**src/rtl/counter_pkg.sv**
```systemverilog
// Shared types and helpers for the modulo-N counter family.
// Holds the direction/mode encodings and a width helper usable in parameter defaults.
package counter_pkg;

  typedef enum logic {DIR_DOWN = 1'b0, DIR_UP = 1'b1} dir_e;
  typedef enum logic {MODE_SAT = 1'b0, MODE_WRAP = 1'b1} wrap_mode_e;

  // Never returns 0, so a MOD=1 misconfiguration still elaborates far enough to be reported.
  function automatic int cnt_width(input int mod);
    return (mod <= 2) ? 1 : $clog2(mod);
  endfunction

endpackage

```
**src/rtl/mod_n_next.sv**
```systemverilog
// Combinational next-count step for a modulo-N counter: computes the stepped value,
// whether the count sits at its terminal value, and whether this step would wrap.
module mod_n_next
  import counter_pkg::*;
#(
  parameter int MOD   = 5,
  parameter int WIDTH = cnt_width(MOD)
) (
  input  logic [WIDTH-1:0] q,
  input  logic             dir,
  input  logic             wrap_en,
  output logic [WIDTH-1:0] nxt,
  output logic             at_term,
  output logic             wraps
);

  localparam logic [WIDTH:0]   MOD_L = (WIDTH+1)'(MOD);
  localparam logic [WIDTH:0]   ONE_L = (WIDTH+1)'(1);
  localparam logic [WIDTH-1:0] TOP_L = WIDTH'(MOD - 1);

  logic [WIDTH:0] q_ext;
  logic [WIDTH:0] step;

  // The extra bit keeps q+1 from silently overflowing, so the range check against MOD is exact.
  always_comb begin
    // NOTE: every output gets a default before any branch; a path that skips an assignment would infer a latch.
    q_ext   = {1'b0, q};
    step    = '0;
    nxt     = q;
    at_term = 1'b0;
    wraps   = 1'b0;
    if (dir_e'(dir) == DIR_UP) begin
      step    = q_ext + ONE_L;
      at_term = (step >= MOD_L);
      if (!at_term) begin
        nxt = step[WIDTH-1:0];
      end else if (wrap_mode_e'(wrap_en) == MODE_WRAP) begin
        nxt   = '0;
        wraps = 1'b1;
      end
    end else begin
      at_term = (q_ext == '0);
      if (!at_term) begin
        step = q_ext - ONE_L;
        nxt  = step[WIDTH-1:0];
      end else if (wrap_mode_e'(wrap_en) == MODE_WRAP) begin
        nxt   = TOP_L;
        wraps = 1'b1;
      end
    end
  end

endmodule

```
**src/rtl/mod_n_counter.sv**
```systemverilog
// Parametrised modulo-N up/down counter with wrap/saturate, synchronous clear and load,
// registered wrap/load-error pulses and a combinational terminal count for cascading.
module mod_n_counter
  import counter_pkg::*;
#(
  parameter int MOD   = 5,
  parameter int WIDTH = cnt_width(MOD)
) (
  input  logic             clk,
  input  logic             rst_n,
  input  logic             t,
  input  logic             dir,
  input  logic             wrap_en,
  input  logic             clr,
  input  logic             load,
  input  logic [WIDTH-1:0] load_val,
  output logic [WIDTH-1:0] q,
  output logic             tc,
  output logic             wrapped,
  output logic             load_err
);

  if (MOD < 2) begin : g_bad_mod
    $error("mod_n_counter: MOD must be at least 2");
  end
  if ((2 ** WIDTH) < MOD) begin : g_bad_width
    $error("mod_n_counter: WIDTH too narrow for MOD");
  end

  localparam logic [WIDTH:0] MOD_L = (WIDTH+1)'(MOD);

  logic [WIDTH-1:0] q_q, q_d;
  logic             wrapped_q, wrapped_d;
  logic             load_err_q, load_err_d;
  logic [WIDTH-1:0] nxt;
  logic             at_term;
  logic             wraps;

  mod_n_next #(.MOD(MOD), .WIDTH(WIDTH)) u_next (
    .q       (q_q),
    .dir     (dir),
    .wrap_en (wrap_en),
    .nxt     (nxt),
    .at_term (at_term),
    .wraps   (wraps)
  );

  // Pulses default low so they last exactly one cycle; clr beats load beats t.
  always_comb begin
    q_d        = q_q;
    wrapped_d  = 1'b0;
    load_err_d = 1'b0;
    if (clr) begin
      q_d = '0;
    end else if (load) begin
      if ({1'b0, load_val} < MOD_L) begin
        q_d = load_val;
      end else begin
        load_err_d = 1'b1;
      end
    end else if (t) begin
      q_d       = nxt;
      wrapped_d = wraps;
    end
  end

  // NOTE: state registers use non-blocking assignments so all flops update together on the edge.
  always_ff @(posedge clk or negedge rst_n) begin
    if (!rst_n) begin
      q_q        <= '0;
      wrapped_q  <= 1'b0;
      load_err_q <= 1'b0;
    end else begin
      q_q        <= q_d;
      wrapped_q  <= wrapped_d;
      load_err_q <= load_err_d;
    end
  end

  assign q        = q_q;
  assign wrapped  = wrapped_q;
  assign load_err = load_err_q;
  assign tc       = t & at_term;

endmodule

```
**config.mk**
```make
export PLATFORM = sky130hd
export DESIGN_NAME = mod_n_counter
export DESIGN_NICKNAME = d
export VERILOG_FILES = /design/src/rtl/counter_pkg.sv /design/src/rtl/mod_n_next.sv /design/src/rtl/mod_n_counter.sv
export SDC_FILE = /design/constraint.sdc
export NUM_CORES = 1
export LEC_CHECK = 0
export ABC_AREA = 1
export BUFFER_PORTS_ARGS = -buffer_cell sky130_fd_sc_hd__buf_4
export CAP_MARGIN = 20
export CORE_AREA = 8 8 45 47
export CTS_BUF_LIST = sky130_fd_sc_hd__clkbuf_4
export CTS_CLUSTER_DIAMETER = 40
export DETAILED_ROUTE_END_ITERATION = 10
export DIE_AREA = 0 0 53 55
export GPL_ROUTABILITY_DRIVEN = 0
export GPL_TIMING_DRIVEN = 0
export PLACE_DENSITY_LB_ADDON = 0.12
export SKIP_CTS_REPAIR_TIMING = 1
export SYNTH_ARGS = -nofsm -noshare
export SYNTH_HDL_FRONTEND = slang
export SYNTH_SLANG_ARGS = --single-unit
```
**constraint.sdc**
```tcl
create_clock -name clk -period 1.3 [get_ports clk]
set_input_delay 0 -clock clk [delete_from_list [all_inputs] [get_ports clk]]
set_output_delay 0 -clock clk [all_outputs]
set_load 0.005 [all_outputs]
```
Word-level counts from Yosys, hierarchy flattened
Cells that the tools add are included.
{"block": "op_classes", "n_addsub": 2, "magnitude_cmp": 2, "n_eq_ne": 3, "n_mux": 20, "bitwise": 1, "n_reduce_logical": 3}
{"operator": "two-way mux 3 bit", "n": 9}
{"operator": "two-way mux 1 bit", "n": 11}
{"operator": "inequality test 5 bit (second input constant)", "n": 2}
{"operator": "adder 3 x 1 -> 4 bit (second input constant)", "n": 1}
{"operator": ">= comparator 4 x 3 -> 1 bit (second input constant)", "n": 1}
{"operator": "AND reduction 4 bit", "n": 1}
{"operator": "zero test 3 bit", "n": 1}
{"operator": "less-than comparator 3 bit (second input constant)", "n": 1}
{"operator": "inequality test 3 x 2 -> 1 bit (second input constant)", "n": 1}
{"operator": "nonzero test 3 bit", "n": 1}
{"operator": "subtractor 3 x 1 -> 3 bit (second input constant)", "n": 1}
{"operator": "AND 1 bit", "n": 1}
{"block": "word_totals", "regBits": 5, "inputBits": 10, "out_inout_bits": 6, "wordCells": 34}

Depth between registers and ports, before layout
Gate-level depths: netlist of run 1.
{"block": "depth", "word_depth": 7, "mapped_depth": 10, "mapped_depth_nobuf": 10}

Cells and area by module
From an unflattened synthesis of run 1, not the netlist that was laid out.
{"block": "hier_totals", "hier_cells": 84, "hier_area_um2": 506.7}
{"mod": "mod_n_counter", "instances": 1, "cells_per_inst": 38, "area_per_inst_um2": 276.5, "seq_area_each_um2": 125.1}
{"mod": "mod_n_next", "instances": 1, "cells_per_inst": 46, "area_per_inst_um2": 230.2, "seq_area_each_um2": 0.0}

Worst setup path after synthesis of run 1
OpenSTA, ideal clock, no wires.
{"block": "synth_path", "path_kind": "flip-flop to flip-flop", "start": "reg q_q[0], in the netlist q[0]", "end": "reg q_q[2], in the netlist q[2]", "setup_ps": 116, "t_arrival_ps": 1208, "required_ps": 1184, "setup_slack_ps": -24, "stages_incl_launch_ff": 11, "path_buffers": 0, "synth_period_minus_slack_ps": 1324, "cell_sequence": "dfrtp_1 -> inv_1 -> ha_1 -> nand2_2 -> inv_2 -> nand3_2 -> nand2_2 -> nor2_1 -> nand2_1 -> nand2_1 -> nand2_1"}
{"block": "synth_between", "elab_chain_len": 7, "elab_cells_between_ends": 13, "cone_classes": "add/sub (2); order compare (1); eq/ne (2); mux (6); reduce/logical (2)"}
{"item": "from (decl)", "line_no": "mod_n_counter.sv:32", "source": "logic [WIDTH-1:0] q_q, q_d;"}
{"item": "from (signal assigned)", "line_no": "mod_n_counter.sv:74", "source": "q_q <= q_d;"}
{"item": "adder 3 x 1 -> 4 bit", "line_no": "mod_n_next.sv:33", "source": "step = q_ext + ONE_L;"}
{"item": ">= comparator 4 x 3 -> 1 bit", "line_no": "mod_n_next.sv:34", "source": "at_term = (step >= MOD_L);"}
{"item": "two-way mux 3 bit", "line_no": "mod_n_next.sv:35", "source": "if (!at_term) begin"}
{"item": "two-way mux 3 bit", "line_no": "mod_n_next.sv:32", "source": "if (dir_e'(dir) == DIR_UP) begin"}
{"item": "two-way mux 3 bit", "line_no": "mod_n_counter.sv:61", "source": "end else if (t) begin"}
{"item": "two-way mux 3 bit", "line_no": "mod_n_counter.sv:55", "source": "end else if (load) begin"}
{"item": "two-way mux 3 bit", "line_no": "mod_n_counter.sv:53", "source": "if (clr) begin"}
Parallel ways exist; a longest one is shown, timed or not. The select of a mux whose other input is x is not followed.
A chain may end at the register's enable or synchronous reset.

Final worst setup path of run 1
{"block": "layout_path", "start": "reg q_q[1], in the netlist q[1]", "end": "out tc"}
{"block": "layout_between", "elab_chain_len": 4, "elab_cells_between_ends": 5, "cone_classes": "add/sub (1); order compare (1); mux (1); bitwise (1); reduce/logical (1)"}
{"item": "adder 3 x 1 -> 4 bit", "line_no": "mod_n_next.sv:33"}
{"item": ">= comparator 4 x 3 -> 1 bit", "line_no": "mod_n_next.sv:34"}
{"item": "two-way mux 1 bit (*)", "line_no": "mod_n_next.sv:32"}
{"item": "AND 1 bit (*)", "line_no": "mod_n_counter.sv:83", "source": "assign tc = t & at_term;"}
{"item": "to (decl)", "line_no": "mod_n_counter.sv:18", "source": "output logic tc,"}
Mark *: on every way between the ends. The rest lies on a longest branch, timed or not.

==> metrics.txt, run 1 <==
# TYPE chip_impl_metric gauge
chip_impl_metric{name="required",unit="ns"} 1.30
chip_impl_metric{name="synthesis.area",unit="um^2"} 450
chip_impl_metric{name="seqPwrFrac",unit=""} 0.310
chip_impl_metric{name="avgSynthCellArea",unit="um^2"} 6.17
chip_impl_metric{name="die-area",unit="mm^2"} 0.00292
chip_impl_metric{name="wl",unit="mm"} 1.11
chip_impl_metric{name="ys.warnings.count",unit=""} 0
chip_impl_metric{name="totalPowerFinal",unit="mW"} 0.634
chip_impl_metric{name="fraction_of_power_spent_switching_nets",unit=""} 0.330
chip_impl_metric{name="worstMarginPinSlew",unit="ns"} 0.229
chip_impl_metric{name="vdd.ir_drop.worst",unit="V"} 0.000395
chip_impl_metric{name="final_min_period_over_clock_period",unit=""} 1.08
chip_impl_info{name="cp-end-kind",value="output pin"} 1
chip_impl_info{name="mostFrequentLayoutCell",value="nand2_1"} 1
chip_impl_metric{name="hpwl_detailed",unit="um"} 883
chip_impl_info{name="clock_tree_from_tritoncts",value="built"} 1
chip_impl_info{name="final_cell_mix",value="nand2_1, buf_4, inv_1"} 1
chip_impl_metric{name="globalRouteOverflowTotal",unit=""} 0
chip_impl_metric{name="grt_start_max_net_pins",unit=""} 7
chip_impl_metric{name="final_hold_viol_count",unit=""} 0
chip_impl_metric{name="power_dissipated_by_switching_net_loads",unit="mW"} 0.209
chip_impl_metric{name="critical_path_arrival",unit="ns"} 1.40
chip_impl_metric{name="fin_nets",unit=""} 108
chip_impl_metric{name="postSynth.asyncResetShare",unit=""} 1.00
chip_impl_metric{name="synth_fp_nets",unit=""} 86
chip_impl_metric{name="die_x",unit="um"} 53
chip_impl_metric{name="netlist-cell-type-count",unit=""} 17
chip_impl_metric{name="finClkSkew",unit="ns"} 0.00166
chip_impl_metric{name="seq_area_frac_synth",unit=""} 0.278
chip_impl_metric{name="final_design_area_no_fill",unit="um^2"} 691
chip_impl_info{name="critPathLaunchType",value="register"} 1
chip_impl_metric{name="drv_cap",unit=""} 0
chip_impl_metric{name="pwr-share-clk",unit=""} 0.303
chip_impl_info{name="synth-main-ff-cell",value="dfrtp_1"} 1
chip_impl_metric{name="dp_cells",unit=""} 104
chip_impl_metric{name="layout-area-overhead-vs-synth",unit="%"} 53.3
chip_impl_metric{name="placementRows",unit=""} 14
chip_impl_metric{name="clock_path_buffers",unit=""} 2
chip_impl_metric{name="pre_cts_worst_setup_slack",unit="ns"} -0.119
chip_impl_metric{name="wl_per_cell",unit="um"} 10.1
chip_impl_metric{name="vias",unit=""} 482
chip_impl_metric{name="cts.clk_slew.worst_paths",unit="ns"} 0.04
chip_impl_metric{name="n_antenna_cell",unit=""} 0
chip_impl_metric{name="drive_gt1_frac",unit=""} 0.447
chip_impl_metric{name="drt-vias-per-instance",unit=""} 4.38
chip_impl_metric{name="antenna_violations_before_repair",unit=""} 0
chip_impl_metric{name="clk-insertion-delay-late",unit="ns"} 0.23
chip_impl_metric{name="crit_fanout",unit=""} 5
chip_impl_metric{name="drtPass1Iterations",unit=""} 4
chip_impl_metric{name="power.density",unit="mW/mm^2"} 918
chip_impl_metric{name="post-route-drc-count",unit=""} 0
chip_impl_metric{name="max_slew_violations",unit=""} 0
chip_impl_metric{name="fin_ws",unit="ns"} -0.105
chip_impl_metric{name="grtUsageTotal",unit=""} 0.0850
chip_impl_metric{name="synthCells",unit=""} 73
chip_impl_metric{name="floorplan.core_area",unit="mm^2"} 0.00138
chip_impl_info{name="status",value="finished with violations"} 1
chip_impl_metric{name="fin_cells",unit=""} 110
chip_impl_info{name="hp-class",value="in2reg"} 1
chip_impl_metric{name="effective_utilization_at_floorplan",unit=""} 0.325
chip_impl_info{name="rsz0062_at_grt",value="true"} 1
chip_impl_metric{name="worst_slew_margin_rel",unit=""} 0.847
chip_impl_metric{name="finish.utilization",unit=""} 0.499
chip_impl_info{name="crit_type",value="reg2out"} 1
chip_impl_info{name="cts.root.buffer_cell",value="clkbuf_4"} 1
chip_impl_metric{name="htree_num_levels",unit=""} 1
chip_impl_metric{name="die-height",unit="um"} 55
chip_impl_metric{name="grt_first_pass_wirelength",unit="mm"} 1.86
chip_impl_metric{name="total_number_of_clock_tree_sinks",unit=""} 5
chip_impl_info{name="failing_checks",value="negative setup slack"} 1
chip_impl_metric{name="setup_tns",unit="ns"} -0.268
chip_impl_metric{name="postSynthRegisterBits",unit=""} 5
chip_impl_metric{name="setup_viol_count_final",unit=""} 4
chip_impl_metric{name="dr.first_iter.drc_count",unit=""} 16
chip_impl_metric{name="top_level_i_o_count",unit=""} 16
chip_impl_metric{name="combPwrFrac",unit=""} 0.387
chip_impl_metric{name="port_buffers",unit=""} 15
chip_impl_metric{name="power.static_leakage",unit="nW"} 0.390
chip_impl_metric{name="time_the_final_worst_path_needs_with_i_o_delays_and_setup",unit="ns"} 1.40
chip_impl_metric{name="place_area",unit="um^2"} 586
chip_impl_metric{name="first_global_vias",unit=""} 449
chip_impl_metric{name="synth_enable_flop_cells",unit=""} 0
chip_impl_metric{name="postRouteAntennaNets",unit=""} 0
chip_impl_metric{name="int_pwr",unit="mW"} 0.425
chip_impl_metric{name="whs",unit="ns"} 0.0194
chip_impl_metric{name="cts_made_buffers",unit=""} 3
chip_impl_metric{name="clock.fmax",unit="MHz"} 712
==> critical path, cell delays in order (launching register included) <==
cell     delay (ns)
dfrtp_2        0.45
inv_2          0.10
ha_4           0.16
nand2_2        0.08
nand2_2        0.07
nand2_2        0.06
nor2_2         0.12
buf_4          0.12
==> sequential cells by signal, indices dropped and copies added, names as in the netlist <==
signal	flops
q	3
load_err	1
wrapped	1
==> routing by layer <==
metal  wire length (um)  vias up  GRT usage
met5                  0        -          0
met4                  0        0     0.0517
met3                 77        0     0.0294
met2                503       14      0.127
met1                526      206      0.103
li1                   -      262          -
==> cell families after synthesis <==
group / count (synthesis) / synth area share
compound gates: 4 / 0.0500
xor+xnor: 1 / 0.0194
fa+ha+maj: 3 / 0.0833
flops: 5 / 0.278
buf+inv: 13 / 0.108
simple gates: 47 / 0.461
==> Yosys cell counts, types with 2 or more instances <==
cell type,n,area [um^2]
nor2_2,2,12.5
nand3_1,3,15.0
nand3_2,2,20.0
inv_1,10,37.5
inv_2,3,11.3
nand2_1,30,113
nand2_2,2,12.5
dfrtp_1,5,125
nor2_1,6,22.5
ha_1,3,37.5
==> final timing paths <==
path                                        from           endpoint  slack, ns  depth (start not counted)
worst min-delay path                     wrap_en  wrapped$_DFF_PN0_       0.02                          3
min in group asynchronous                  rst_n   q[1]$_DFFE_PN0P_       0.10                          2
max in group asynchronous                  rst_n   q[0]$_DFFE_PN0P_       1.09                          2
worst min register to register  q[1]$_DFFE_PN0P_   q[1]$_DFFE_PN0P_       0.59                          2
worst max register to register  q[1]$_DFFE_PN0P_   q[1]$_DFFE_PN0P_      -0.06                         10
worst max-delay path            q[1]$_DFFE_PN0P_                 tc      -0.10                          7
==> power groups by stage <==
| stage | clock (mW) | combinational [mW] | sequential [mW] |
|---|---|---|---|
| detailed placement | 0 | 0.202 | 0.193 |
| global placement | 0 | 0.201 | 0.193 |
| floorplan | 0 | 0.125 | 0.189 |
| global route | 0.220 | 0.277 | 0.200 |
| CTS | 0.201 | 0.203 | 0.191 |
| finish | 0.192 | 0.245 | 0.197 |
==> layout make-up <==
type,instances,area (um^2)
Sequential cell,5,128
Inverter,13,48.8
Tap cell,16,20.0
Multi-Input combinational cell,55,334
Clock buffer,4,30.0
Timing Repair Buffer,17,130
Fill cell,141,693
(Power assumes the default switching activity.)
==> run 2, diff against run 1 <==
--- a/config.mk
+++ b/config.mk
@@ -16,7 +16,9 @@
 export GPL_ROUTABILITY_DRIVEN = 0
 export GPL_TIMING_DRIVEN = 0
 export PLACE_DENSITY_LB_ADDON = 0.12
+export SETUP_SLACK_MARGIN = 0.02
 export SKIP_CTS_REPAIR_TIMING = 1
+export SKIP_LAST_GASP = 1
 export SYNTH_ARGS = -nofsm -noshare
 export SYNTH_HDL_FRONTEND = slang
 export SYNTH_SLANG_ARGS = --single-unit
==> constraint.sdc (replaced) <==
create_clock -name clk -period 1.4 [get_ports clk]
set_input_delay 0 -clock clk [delete_from_list [all_inputs] [get_ports clk]]
set_output_delay 0 -clock clk [all_outputs]
set_load 0.005 [all_outputs]
==> run 2 against run 1 <==
Against the previous run: the run now ends clean; combinational power fell by 4%; clock-buffer cell count unchanged; sequential power shrank 8%; worst setup slack improved by 0.11 ns; utilization is 0.18 points higher; power decreased by 6.7%; sequential share of layout area decreased by 0.067 points; wire length decreased by 0.27%; global-route usage fell by 0.32 points; flip-flop and latch count did not move; largest cell class unchanged.
==> metrics.txt, run 2 (synthesized netlist as in run 1, its figures left out) <==
# TYPE chip_impl_metric gauge
chip_impl_metric{name="wl_per_cell",unit="um"} 9.85
chip_impl_info{name="clock_tree_from_tritoncts",value="built"} 1
chip_impl_info{name="cpMaxStageDelayCell",value="dfrtp_2"} 1
chip_impl_metric{name="max_slew_violations",unit=""} 0
chip_impl_metric{name="required",unit="ns"} 1.40
chip_impl_info{name="cts.root.buffer_cell",value="clkbuf_4"} 1
chip_impl_info{name="crit_family",value="flip-flops"} 1
chip_impl_metric{name="cts.clk_slew.worst_paths",unit="ns"} 0.04
chip_impl_info{name="cp-end-kind",value="output pin"} 1
chip_impl_info{name="crit_chain",value="inv_2 > ha_4 > nand2_2 > nand2_2 > nand2_2 > nor2_2 > buf_4"} 1
chip_impl_metric{name="post-route-drc-count",unit=""} 0
chip_impl_metric{name="dr.first_iter.drc_count",unit=""} 4
chip_impl_metric{name="place_area",unit="um^2"} 583
chip_impl_metric{name="power.density",unit="mW/mm^2"} 854
chip_impl_metric{name="top_level_i_o_count",unit=""} 16
chip_impl_metric{name="layout-area-overhead-vs-synth",unit="%"} 53.9
chip_impl_metric{name="globalRouteOverflowTotal",unit=""} 0
chip_impl_info{name="hp-class",value="in2reg"} 1
chip_impl_metric{name="drt-vias-per-instance",unit=""} 4.23
chip_impl_metric{name="die-height",unit="um"} 55
chip_impl_metric{name="final_hold_viol_count",unit=""} 0
chip_impl_info{name="mostFrequentLayoutCell",value="nand2_1"} 1
chip_impl_metric{name="placementRows",unit=""} 14
chip_impl_metric{name="filler_cells",unit=""} 153
chip_impl_metric{name="grt_start_max_net_pins",unit=""} 7
chip_impl_metric{name="time_the_final_worst_path_needs_with_i_o_delays_and_setup",unit="ns"} 1.40
chip_impl_metric{name="hpwl_detailed",unit="um"} 888
chip_impl_metric{name="n_antenna_cell",unit=""} 0
chip_impl_metric{name="timing.critical_path.depth",unit=""} 7
chip_impl_metric{name="floorplan.core_area",unit="mm^2"} 0.00138
chip_impl_metric{name="final_min_period_over_clock_period",unit=""} 0.997
chip_impl_info{name="crit_type",value="reg2out"} 1
chip_impl_metric{name="gr-usage-met2",unit=""} 0.137
chip_impl_metric{name="grt_first_pass_wirelength",unit="mm"} 1.82
chip_impl_metric{name="cts_made_buffers",unit=""} 3
chip_impl_metric{name="finClkSkew",unit="ns"} 0.000572
chip_impl_metric{name="worstRegToRegCells",unit=""} 10
chip_impl_metric{name="effective_utilization_at_floorplan",unit=""} 0.325
chip_impl_metric{name="drv_cap",unit=""} 0
chip_impl_metric{name="total_number_of_clock_tree_sinks",unit=""} 5
chip_impl_metric{name="port_buffers",unit=""} 15
chip_impl_metric{name="critical_path_arrival",unit="ns"} 1.40
chip_impl_metric{name="drive_gt1_frac",unit=""} 0.427
chip_impl_metric{name="seqCellArea",unit="um^2"} 128
chip_impl_metric{name="setup_viol_count_final",unit=""} 0
chip_impl_metric{name="htree_num_levels",unit=""} 1
chip_impl_metric{name="worstPathBufferInverterCount",unit=""} 2
chip_impl_metric{name="fin_nets",unit=""} 110
chip_impl_info{name="path_common_cell",value="nand2_2"} 1
chip_impl_info{name="final_cell_mix",value="nand2_1, buf_4, inv_1"} 1
chip_impl_metric{name="drtPass1Iterations",unit=""} 4
chip_impl_metric{name="crit_fanout",unit=""} 5
chip_impl_metric{name="first_global_vias",unit=""} 491
chip_impl_metric{name="largest_register_ffs",unit=""} 3
chip_impl_metric{name="antenna_violations_before_repair",unit=""} 0
chip_impl_metric{name="worstMarginPinSlew",unit="ns"} 0.225
chip_impl_info{name="rsz0062_at_grt",value="true"} 1
chip_impl_metric{name="final_design_area_no_fill",unit="um^2"} 693
chip_impl_info{name="critPathLaunchType",value="register"} 1
chip_impl_info{name="setup.worst_path.start",value="q[1]$_DFFE_PN0P_"} 1
chip_impl_metric{name="power.static_leakage",unit="nW"} 0.398
chip_impl_metric{name="vdd.ir_drop.worst",unit="V"} 0.000279
chip_impl_metric{name="grtUsageTotal",unit=""} 0.0817
chip_impl_info{name="status",value="complete, no violations"} 1
chip_impl_info{name="grt_busiest_layer",value="met2"} 1
chip_impl_metric{name="die-area",unit="mm^2"} 0.00292
chip_impl_metric{name="vias",unit=""} 474
chip_impl_metric{name="groute.layer.met1.usage",unit=""} 0.0952
chip_impl_metric{name="clk-insertion-delay-late",unit="ns"} 0.23
chip_impl_info{name="crit-reg2reg-launch",value="q[1]$_DFFE_PN0P_"} 1
chip_impl_metric{name="whs",unit="ns"} 0.0226
chip_impl_metric{name="postRouteAntennaNets",unit=""} 0
chip_impl_metric{name="worst_hold_path.num_cells",unit=""} 3
chip_impl_metric{name="clock_path_buffers",unit=""} 2
chip_impl_metric{name="die_x",unit="um"} 53
chip_impl_info{name="hp-start",value="load_val[0]"} 1
chip_impl_metric{name="setup_tns",unit="ns"} 0
chip_impl_metric{name="critical_path.max_stage_delay",unit="ns"} 0.45
chip_impl_metric{name="multiInputGateArea",unit="um^2"} 322
chip_impl_metric{name="wl",unit="mm"} 1.10
chip_impl_metric{name="worst_slew_margin_rel",unit=""} 0.850
chip_impl_metric{name="grt_use_met3",unit=""} 0.0214
chip_impl_metric{name="clock.fmax",unit="MHz"} 716
-- run 2: cell count changes in the layout (fill, tap and decap cells not counted) --
| cell | before | now |
|---|---|---|
| nand2_1 | 25 | 27 |
| buf_4 | 16 | 18 |
| nor2_4 | 1 | 0 |
| nand2_2 | 7 | 5 |
| nor2_1 | 5 | 6 |
-- run 2: path summary, 6_finish.rpt --
path,endpoint,slack (ns)
min in group asynchronous,load_err$_DFF_PN0_,0.11
max in group asynchronous,q[1]$_DFFE_PN0P_,1.18
max,tc,0.004
min reg2reg,q[2]$_DFFE_PN0P_,0.63
min,load_err$_DFF_PN0_,0.02
max reg2reg,q[2]$_DFFE_PN0P_,0.05
-- run 2: worst register-to-register path, cell delays in order (launching register included) --
cell     delay, ns
dfrtp_2       0.42
inv_2         0.07
ha_4          0.18
nand2_2       0.10
inv_2         0.04
nand3_2       0.05
nand2_2       0.06
nor2_1        0.10
nand2_1       0.09
nand2_1       0.07
nand2_1       0.05
-- run 2: final cells by class --
| cell class | instances | area share |
|---|---|---|
| Clock buffer | 4 | 0.0433 |
| Inverter | 13 | 0.0704 |
| Multi-Input combinational cell | 55 | 0.464 |
| Sequential cell | 5 | 0.184 |
| Tap cell | 16 | 0.0289 |
| Timing Repair Buffer | 19 | 0.209 |
-- run 2: through the flow --
stage	util	setup WS, ns	instances	power [mW]
floorplan	-	0.0760	73	0.289
global placement	0.421	-0.0708	104	0.365
detailed placement	0.421	-0.0621	104	0.365
CTS	0.443	-0.149	108	0.546
global route	0.501	-0.0870	112	0.646
finish	0.501	0.00430	112	0.592
-- run 2: power by group --
group | switching, mW | internal (mW) | total, mW
Clock | 0.0491 | 0.126 | 0.175
Combinational | 0.118 | 0.116 | 0.234
Sequential | 0.0230 | 0.159 | 0.182
Total | 0.190 | 0.401 | 0.592
-- run 2: routing by layer --
layer / part of all wire / wire (um) / vias to the layer above
met2: 0.48 / 525 / 14
li1: - / - / 266
met3: 0.054 / 60 / 0
met5: 0 / 0 / -
met4: 0 / 0 / 0
met1: 0.47 / 516 / 194
